## src/rtl/fru_bitstream_serializer.sv

```systemverilog
// fru_bitstream_serializer: double-buffered framer that shifts CFG_WIDTH configuration bits out MSB-first.
// Define FRU_SERIALIZER_CRC_EN to append a CRC-8 (poly 0x07, init 0x00) trailer to every frame.
module fru_bitstream_serializer #(
  parameter int WORD_WIDTH = 32,
  parameter int CFG_WIDTH  = 1024
) (
  input  logic                  clk,
  input  logic                  rst,
  input  logic                  StartFrame,
  input  logic                  Abort,
  input  logic [WORD_WIDTH-1:0] WordIn,
  input  logic                  WordValid,
  output logic                  WordReady,
  output logic                  BitStreamSerialOut,
  output logic                  BitStreamValid,
  output logic                  Busy,
  output logic                  FrameDone,
  output logic                  Underrun
);
  localparam int NWORDS = (CFG_WIDTH + WORD_WIDTH - 1) / WORD_WIDTH;
  localparam int REM = CFG_WIDTH - (NWORDS - 1) * WORD_WIDTH;
`ifdef FRU_SERIALIZER_CRC_EN
  localparam int TOTAL = CFG_WIDTH + 8;
  localparam int SRW = WORD_WIDTH < 8 ? 8 : WORD_WIDTH;
`else
  localparam int TOTAL = CFG_WIDTH;
  localparam int SRW = WORD_WIDTH;
`endif
  localparam int BW = $clog2(TOTAL + 1);
  localparam int WW = $clog2(NWORDS + 1);
  localparam int CW = $clog2(SRW + 1);
  localparam logic [1:0] IDLE = 2'd0, FETCH = 2'd1, FINISH = 2'd2;
  logic [1:0] state_q, state_d;
  logic [WORD_WIDTH-1:0] h_q, h_d;
  logic h_full_q, h_full_d, h_last_q, h_last_d;
  logic [SRW-1:0] sr_q, sr_d;
  logic [CW-1:0] sr_cnt_q, sr_cnt_d;
  logic valid_q, valid_d;
  logic [BW-1:0] bits_q, bits_d;
  logic [WW-1:0] words_q, words_d;
  logic shift, xfer, hs, done;
`ifdef FRU_SERIALIZER_CRC_EN
  logic [7:0] crc_q, crc_d;
  logic last_frame_bit;
`endif
  assign Busy = state_q == FETCH;
  assign FrameDone = state_q == FINISH;
  assign BitStreamValid = valid_q;
  assign BitStreamSerialOut = sr_q[SRW-1];
  assign Underrun = Busy && !valid_q && bits_q != '0;
  always_comb begin
    shift = valid_q;
    done = shift && bits_q == BW'(TOTAL - 1);
    // H drains into SR when SR is empty or is shipping its final bit this edge
    xfer = h_full_q && sr_cnt_q <= CW'(1);
    WordReady = Busy && (!h_full_q || xfer) && words_q < WW'(NWORDS);
    hs = WordReady && WordValid && !Abort;
    state_d = state_q == IDLE ? (StartFrame ? FETCH : IDLE) :
              state_q == FETCH ? (Abort ? IDLE : done ? FINISH : FETCH) : IDLE;
    sr_d = shift ? sr_q << 1 : sr_q;
    sr_cnt_d = shift ? sr_cnt_q - CW'(1) : sr_cnt_q;
    if (xfer) begin
      sr_d = SRW'(h_q) << (SRW - WORD_WIDTH);
      sr_cnt_d = h_last_q ? CW'(REM) : CW'(WORD_WIDTH);
    end
`ifdef FRU_SERIALIZER_CRC_EN
    last_frame_bit = shift && bits_q == BW'(CFG_WIDTH - 1);
    crc_d = crc_q;
    if (shift && bits_q < BW'(CFG_WIDTH))
      crc_d = {crc_q[6:0], 1'b0} ^ ((crc_q[7] ^ sr_q[SRW-1]) ? 8'h07 : 8'h00);
    if (last_frame_bit) begin
      sr_d = SRW'(crc_d) << (SRW - 8);
      sr_cnt_d = CW'(8);
    end
`endif
    h_full_d = (h_full_q && !xfer) || hs;
    h_last_d = hs ? words_q == WW'(NWORDS - 1) : h_last_q;
    h_d = !hs ? h_q : words_q == WW'(NWORDS - 1) ? WordIn << (WORD_WIDTH - REM) : WordIn;
    bits_d = bits_q + BW'(shift);
    words_d = words_q + WW'(hs);
    if (state_q != FETCH || Abort) begin
      h_d = '0;
      h_full_d = 1'b0;
      h_last_d = 1'b0;
      sr_d = '0;
      sr_cnt_d = '0;
      bits_d = '0;
      words_d = '0;
`ifdef FRU_SERIALIZER_CRC_EN
      crc_d = '0;
`endif
    end
    valid_d = sr_cnt_d != '0;
  end
  always_ff @(posedge clk or negedge rst) begin
    if (!rst) begin
      state_q <= IDLE;
      h_q <= '0;
      h_full_q <= 1'b0;
      h_last_q <= 1'b0;
      sr_q <= '0;
      sr_cnt_q <= '0;
      valid_q <= 1'b0;
      bits_q <= '0;
      words_q <= '0;
`ifdef FRU_SERIALIZER_CRC_EN
      crc_q <= '0;
`endif
    end else begin
      state_q <= state_d;
      h_q <= h_d;
      h_full_q <= h_full_d;
      h_last_q <= h_last_d;
      sr_q <= sr_d;
      sr_cnt_q <= sr_cnt_d;
      valid_q <= valid_d;
      bits_q <= bits_d;
      words_q <= words_d;
`ifdef FRU_SERIALIZER_CRC_EN
      crc_q <= crc_d;
`endif
    end
  end
endmodule

```

## config.mk

```make
export PLATFORM = sky130hd
export DESIGN_NAME = fru_bitstream_serializer
export DESIGN_NICKNAME = d
export VERILOG_FILES = /design/src/rtl/fru_bitstream_serializer.sv
export SDC_FILE = /design/constraint.sdc
export NUM_CORES = 1
export LEC_CHECK = 0
export ABC_AREA = 1
export CORE_MARGIN = 2
export CORE_UTILIZATION = 40
export DETAILED_ROUTE_END_ITERATION = 6
export PLACE_DENSITY_LB_ADDON = 0.05
export SLEW_MARGIN = 15
export SYNTH_ARGS = -nofsm -noshare
export SYNTH_HDL_FRONTEND = slang
export SYNTH_SLANG_ARGS = --single-unit
```

## constraint.sdc

```tcl
create_clock -name clk -period 6.2 [get_ports clk]
set_input_delay 1.24 -clock clk [delete_from_list [all_inputs] [get_ports clk]]
set_output_delay 1.24 -clock clk [all_outputs]
set_load 0.02 [all_outputs]
```

# Word-level counts from Yosys, hierarchy flattened

Cells that the tools add are included.

$add $sub $neg: 3
Magnitude comparators: 2
Equality and inequality tests: 4
Mux-type cells: 16
Reductions and logical operators: 21

Operators by type and width:

| operator                                                        | number |
|---|---|
| two-way mux 32 bit                                              | 5 |
| two-way mux 6 bit                                               | 4 |
| adder 11 x 1 -> 11 bit                                          | 1 |
| equality test 11 x 10 -> 1 bit (second input constant)          | 1 |
| two-way mux 11 bit                                              | 1 |
| nonzero test 11 bit                                             | 1 |
| logical AND 1 bit                                               | 9 |
| two-way mux 2 bit                                               | 4 |
| adder 6 x 1 -> 6 bit                                            | 1 |
| less-or-equal comparator 6 x 1 -> 1 bit (second input constant) | 1 |
| less-than comparator 6 bit (second input constant)              | 1 |
| nonzero test 6 bit                                              | 1 |
| subtractor 6 x 1 -> 6 bit (second input constant)               | 1 |
| logical NOT 1 bit                                               | 4 |
| logical OR 1 bit                                                | 3 |
| nonzero test 3 bit                                              | 1 |
| equality test 2 x 1 -> 1 bit (second input constant)            | 1 |
| equality test 2 bit (second input constant)                     | 1 |
| logical NOT 2 bit                                               | 1 |
| two-way mux 1 bit                                               | 2 |
| != test 2 x 1 -> 1 bit (second input constant)                  | 1 |
| nonzero test 2 bit                                              | 1 |

Register bits: 91
Bits of input ports: 37
Logic and storage cells: 54

# Logic depth before layout (Yosys ltp)

Word-level depth: 9
Mapped depth: 16
Depth with buffers taken out: 15

# Least setup slack after synthesis

OpenSTA, ideal clock, no wires.

Path type: input to register
From: in WordValid
To: reg words_q[4]
Setup time: 0.123 ns
Data arrival time: 2.434 ns
Setup slack: 3.642 ns
Cell stages on the path: 12
Buffers on the path: 1
Cells stage by stage: inv_1 nor2_1 nand3_4 clkinv_2 buf_6 ha_1 ha_1 nand2_1 inv_1 nand2_1 o21ai_0 a21oi_1

Cells in the longest elaborated chain, start to end: 4

RTL lines:

| what                           | RTL line | text |
|---|---|---|
| from (decl)                    | 12       | `input logic WordValid,` |
| logical AND 1 bit (2 in a row) | 57       | `hs = WordReady && WordValid && !Abort;` |
| adder 6 x 1 -> 6 bit           | 80       | `words_d = words_q + WW'(hs);` |
| two-way mux 6 bit              | 81       | `if (state_q != FETCH \|\| Abort) begin` |
| named net words_d[4]           | 40       | `logic [WW-1:0] words_q, words_d;` |
| to (signal assigned)           | 118      | `words_q <= words_d;` |
| to (decl)                      | 40       |  |

The timed path passes the listed nets, and every way through them passes these cells.
A chain may end at the register's enable or synchronous reset.

# Final worst setup path

From: reg sr_cnt_q[0]
To: out WordReady

Cells in the longest elaborated chain, start to end: 5

RTL lines:

| what                                    | RTL line | text |
|---|---|---|
| from (decl)                             | 37       | `logic [CW-1:0] sr_cnt_q, sr_cnt_d;` |
| from (signal assigned)                  | 115      | `sr_cnt_q <= sr_cnt_d;` |
| less-or-equal comparator 6 x 1 -> 1 bit | 55       | `xfer = h_full_q && sr_cnt_q <= CW'(1);` |
| logical AND 1 bit                       | 55       |  |
| logical OR 1 bit                        | 56       | `WordReady = Busy && (!h_full_q \|\| xfer) && words_q < WW'(NWORDS);` |
| logical AND 1 bit (2 in a row)          | 56       |  |
| to (decl)                               | 13       | `output logic WordReady,` |

Every way passes these cells.

==> impl_summary.log <==
[metrics] run status: finished, final reports clean
[metrics] final setup violation count: 0
[metrics] total via count in the routed design: approximately 3300
[metrics] post-layout minimum cycle time: between 3000 and 4000 ps
[metrics] cell type group with the largest total delay on the critical path: buffers and inverters
[metrics] setup bufs post-CTS: 0
[metrics] via count of the first global-routing pass: approximately 3300
[metrics] required time reported for the critical path endpoint: around 5000 ps
[metrics] wire length of the first global-routing pass: 15.4 mm
[metrics] unrepaired setup endpoints after global routing: no
[metrics] setup slack after layout: approximately 2700 ps
[metrics] portion of the post-synthesis area used by sequential elements: 0.518
[metrics] count of standard-cell rows: 38
[metrics] final hold violations: 0
[metrics] worst min-delay path endpoint: sr_q[11]
[metrics] Final Cycle Share: 0.564
[metrics] final standard cell utilization of the core: 0.466
[metrics] startpoint type of the worst setup path: register
[metrics] Crit-path slowest cell: sky130_fd_sc_hd__clkdlybuf4s50_1
[metrics] slew of the pin with the lowest slew margin: roughly 870 ps
[metrics] Starting Density: 0.408
[metrics] CTS sink count: approximately 90
[metrics] Final Slew Violations: 0
[metrics] leakage power total: 0.00247 uW
[metrics] mean area per synthesized cell: just over 8 um^2
[metrics] number of input and output port buffers inserted: 42
[metrics] weighted congestion reported at the end of routability-driven placement: approximately 0.8
[metrics] highest net fanout along the worst path: 4
[metrics] worst path buffer plus inverter count: 4
[metrics] DR DRC count: 0
[metrics] most common cell after layout, fill and taps aside: sky130_fd_sc_hd__nand2_1
[metrics] CTS buffer count: 9
[metrics] number of cells upsized or downsized after cts: 0
[metrics] power density normalized to cell area: 255 mW/mm^2
[metrics] Die Area: ~0.012 mm^2
[metrics] DRT Pass-1 Iters: 4
[metrics] Post-layout nets: just over 600
[metrics] antenna violations before repair: 0
[metrics] width of the chip: 109 um
[metrics] Rel. slew slack: 0.416
[metrics] n_diodes: 0
[metrics] DRC marker count from the first detailed-route iteration: ~130
[metrics] routed len/inst: between 10 and 15 um
[metrics] Area Growth Syn to Fin: 14.2%
[metrics] Syn Inst Count: 536
[metrics] worst endpoint data arrival time: roughly 2300 ps
[metrics] insertion delay of the later-clocked pin in the worst-skew pair: approximately 360 ps
[metrics] setup slack of the worst register-to-register path: 3360 ps
[metrics] Maximum Capacitance Violations: 0
[metrics] unique cell type count in the Yosys netlist: 30
[metrics] reg-to-reg critical path startpoint: sr_cnt_q[0]
[metrics] worst clock skew: between 9 and 10 ps
[metrics] TritonCTS clock tree: done
[metrics] setup TNS: 0 ps
[metrics] Hold Startpoint: sr_q[11]
[metrics] count of warnings emitted by yosys: 0
[metrics] synthesis-stage register bit count: between 90 and 100
[metrics] category of the worst setup path capture point: output pin
[metrics] worst reg-to-reg path cell count: 15
[metrics] routed vias/inst: 4.63
[metrics] type of the worst setup path: register to output pin
[metrics] number of nets with antenna violations after routing: 0
[metrics] net count after synthesis: roughly 580
[metrics] most used cells in the layout excluding fill and tap cells: sky130_fd_sc_hd__nand2_1 (219), sky130_fd_sc_hd__dfrtp_1 (91), sky130_fd_sc_hd__inv_1 (56), sky130_fd_sc_hd__clkdlybuf4s50_1 (41), sky130_fd_sc_hd__nor2_1 (28)
[metrics] master cell of the clock root buffer: sky130_fd_sc_hd__clkbuf_8
[metrics] maximum VDD drop: about 110 uV
[metrics] overflow left after global routing: 0
[metrics] Worst Hold Path Cells: 2
[metrics] Syn Std Cell Area: between 0.004 and 0.005 mm^2
[metrics] GR Util All Layers: 0.167
[metrics] worst hold path class: register to register
[metrics] clk slew on worst S/H paths: about 90 ps
[metrics] largest net degree at the start of global routing: 61
[metrics] highest cell delay on the worst timing path: 600 ps
[metrics] HPWL after DPL: 5.61 mm
[metrics] Max clock buf depth: 2
[metrics] dpl ws: approximately 2600 ps
[metrics] upper clock frequency limit: between 200 and 300 MHz
[metrics] Crit path depth: 9
[metrics] share of post-route cells with drive strength above 1: 0.0889
[metrics] overall power after layout: approximately 1300 uW
[metrics] die boundary height: 109 um
[metrics] maximum level of the CTS H-tree: 3
[metrics] aggregate routed wire length: between 8 and 9 mm
[metrics] area of the core region: roughly 0.011 mm^2
[metrics] worst path cell trace: inv_1 -> ha_1 -> inv_1 -> nand2_1 -> nand3_1 -> nand2_1 -> nand2_1 -> inv_1 -> clkdlybuf4s50_1
[metrics] critical register-to-register path endpoint: words_q[4]
[metrics] ports placed on the boundary: 43
[metrics] hold bufs inserted after CTS: 0
[metrics] Layout fillers: around 1100
metrics by stage:
| stage | hold WS [ps] | cell area (um^2) | instances |
|---|---|---|---|
| after floorplan | 449 | 4400 | 536 |
| after global placement | 463 | 4830 | 698 |
| after detailed placement | 465 | 4830 | 698 |
| after CTS | 489 | 5030 | 714 |
| after global routing | 513 | 5030 | 714 |
| final | 482 | 5030 | 714 |
final cells by class:
cell class              count  area [um^2]  area share
repair buffers             43          425      0.0846
clock inverters             3         46.3     0.00921
flip-flops and latches     91         2280       0.453
inverters                  60          226      0.0451
clock buffers              13          149      0.0296
well taps                 140          175      0.0349
multi-input cells         364         1730       0.344
logic make-up after synthesis:
kind of cell	Yosys count	synth area share
XOR/XNOR	2	0.00398
AND/OR/NAND/NOR	290	0.276
flip-flops	91	0.518
buffers and inverters	81	0.0916
adder cells (fa/ha/maj)	6	0.0171
AO/OA/AOI/OAI	66	0.0941
worst reg2reg max path: stages (launching register included):
cell,delay [ps]
sky130_fd_sc_hd__dfrtp_1,410
sky130_fd_sc_hd__inv_1,80
sky130_fd_sc_hd__ha_1,230
sky130_fd_sc_hd__inv_1,60
sky130_fd_sc_hd__nand2_1,100
sky130_fd_sc_hd__nand3_1,120
sky130_fd_sc_hd__nand2_1,130
sky130_fd_sc_hd__nand3_4,180
sky130_fd_sc_hd__clkinv_2,430
sky130_fd_sc_hd__ha_1,440
sky130_fd_sc_hd__ha_1,210
sky130_fd_sc_hd__nand2_1,70
sky130_fd_sc_hd__inv_1,50
sky130_fd_sc_hd__nand2_1,70
sky130_fd_sc_hd__o21ai_0,80
sky130_fd_sc_hd__a21oi_1,130
sequential cells by signal, summed over array words and instances (netlist names):
register and cells:
h_q 32, sr_q 32, bits_q 11, sr_cnt_q 6, words_q 6, state_q 2, BitStreamValid 1, h_full_q 1
power by group:
part	leakage, uW	internal [uW]	switching, uW	total, uW
Clock	0.0000943	200	207	407
Sequential	0.00126	617	21.6	638
Combinational	0.00112	78.3	161	239
Total	0.00247	895	389	1280
synth_stat cells, drive strengths merged:
cell	instances	area (um^2)
nand2	222	846
dfrtp	91	2280
inv	59	221
o21ai	56	359
nor2	32	145
nand3	21	118
buf	18	165
a21oi	9	48.8
nor3	8	45.0
ha	6	75.1
nand4	5	46.3
clkbuf	3	11.3
nor4	2	12.5
xor2	2	17.5
a31oi	1	6.26
clkinv	1	5.00
layer usage:
metal / wire, um / vias to the layer above / GRT usage / part of all wire
li1: - / 1731 / - / -
met1: 4360 / 1519 / 0.222 / 0.50
met2: 3990 / 43 / 0.271 / 0.46
met3: 280 / 11 / 0.0257 / 0.032
met4: 139 / 0 / 0.0714 / 0.016
met5: 0 / - / 0 / 0
worst max path at each step:
| stage | startpoint | endpoint |
|---|---|---|
| floorplan | WordValid | words_q[4] |
| global placement | Abort | words_q[4] |
| detailed placement | Abort | words_q[4] |
| CTS | sr_cnt_q[0] | WordReady |
| global route | sr_cnt_q[0] | WordReady |
| finish | sr_cnt_q[0] | WordReady |
No activity file was read; power rests on OpenSTA's default activity.
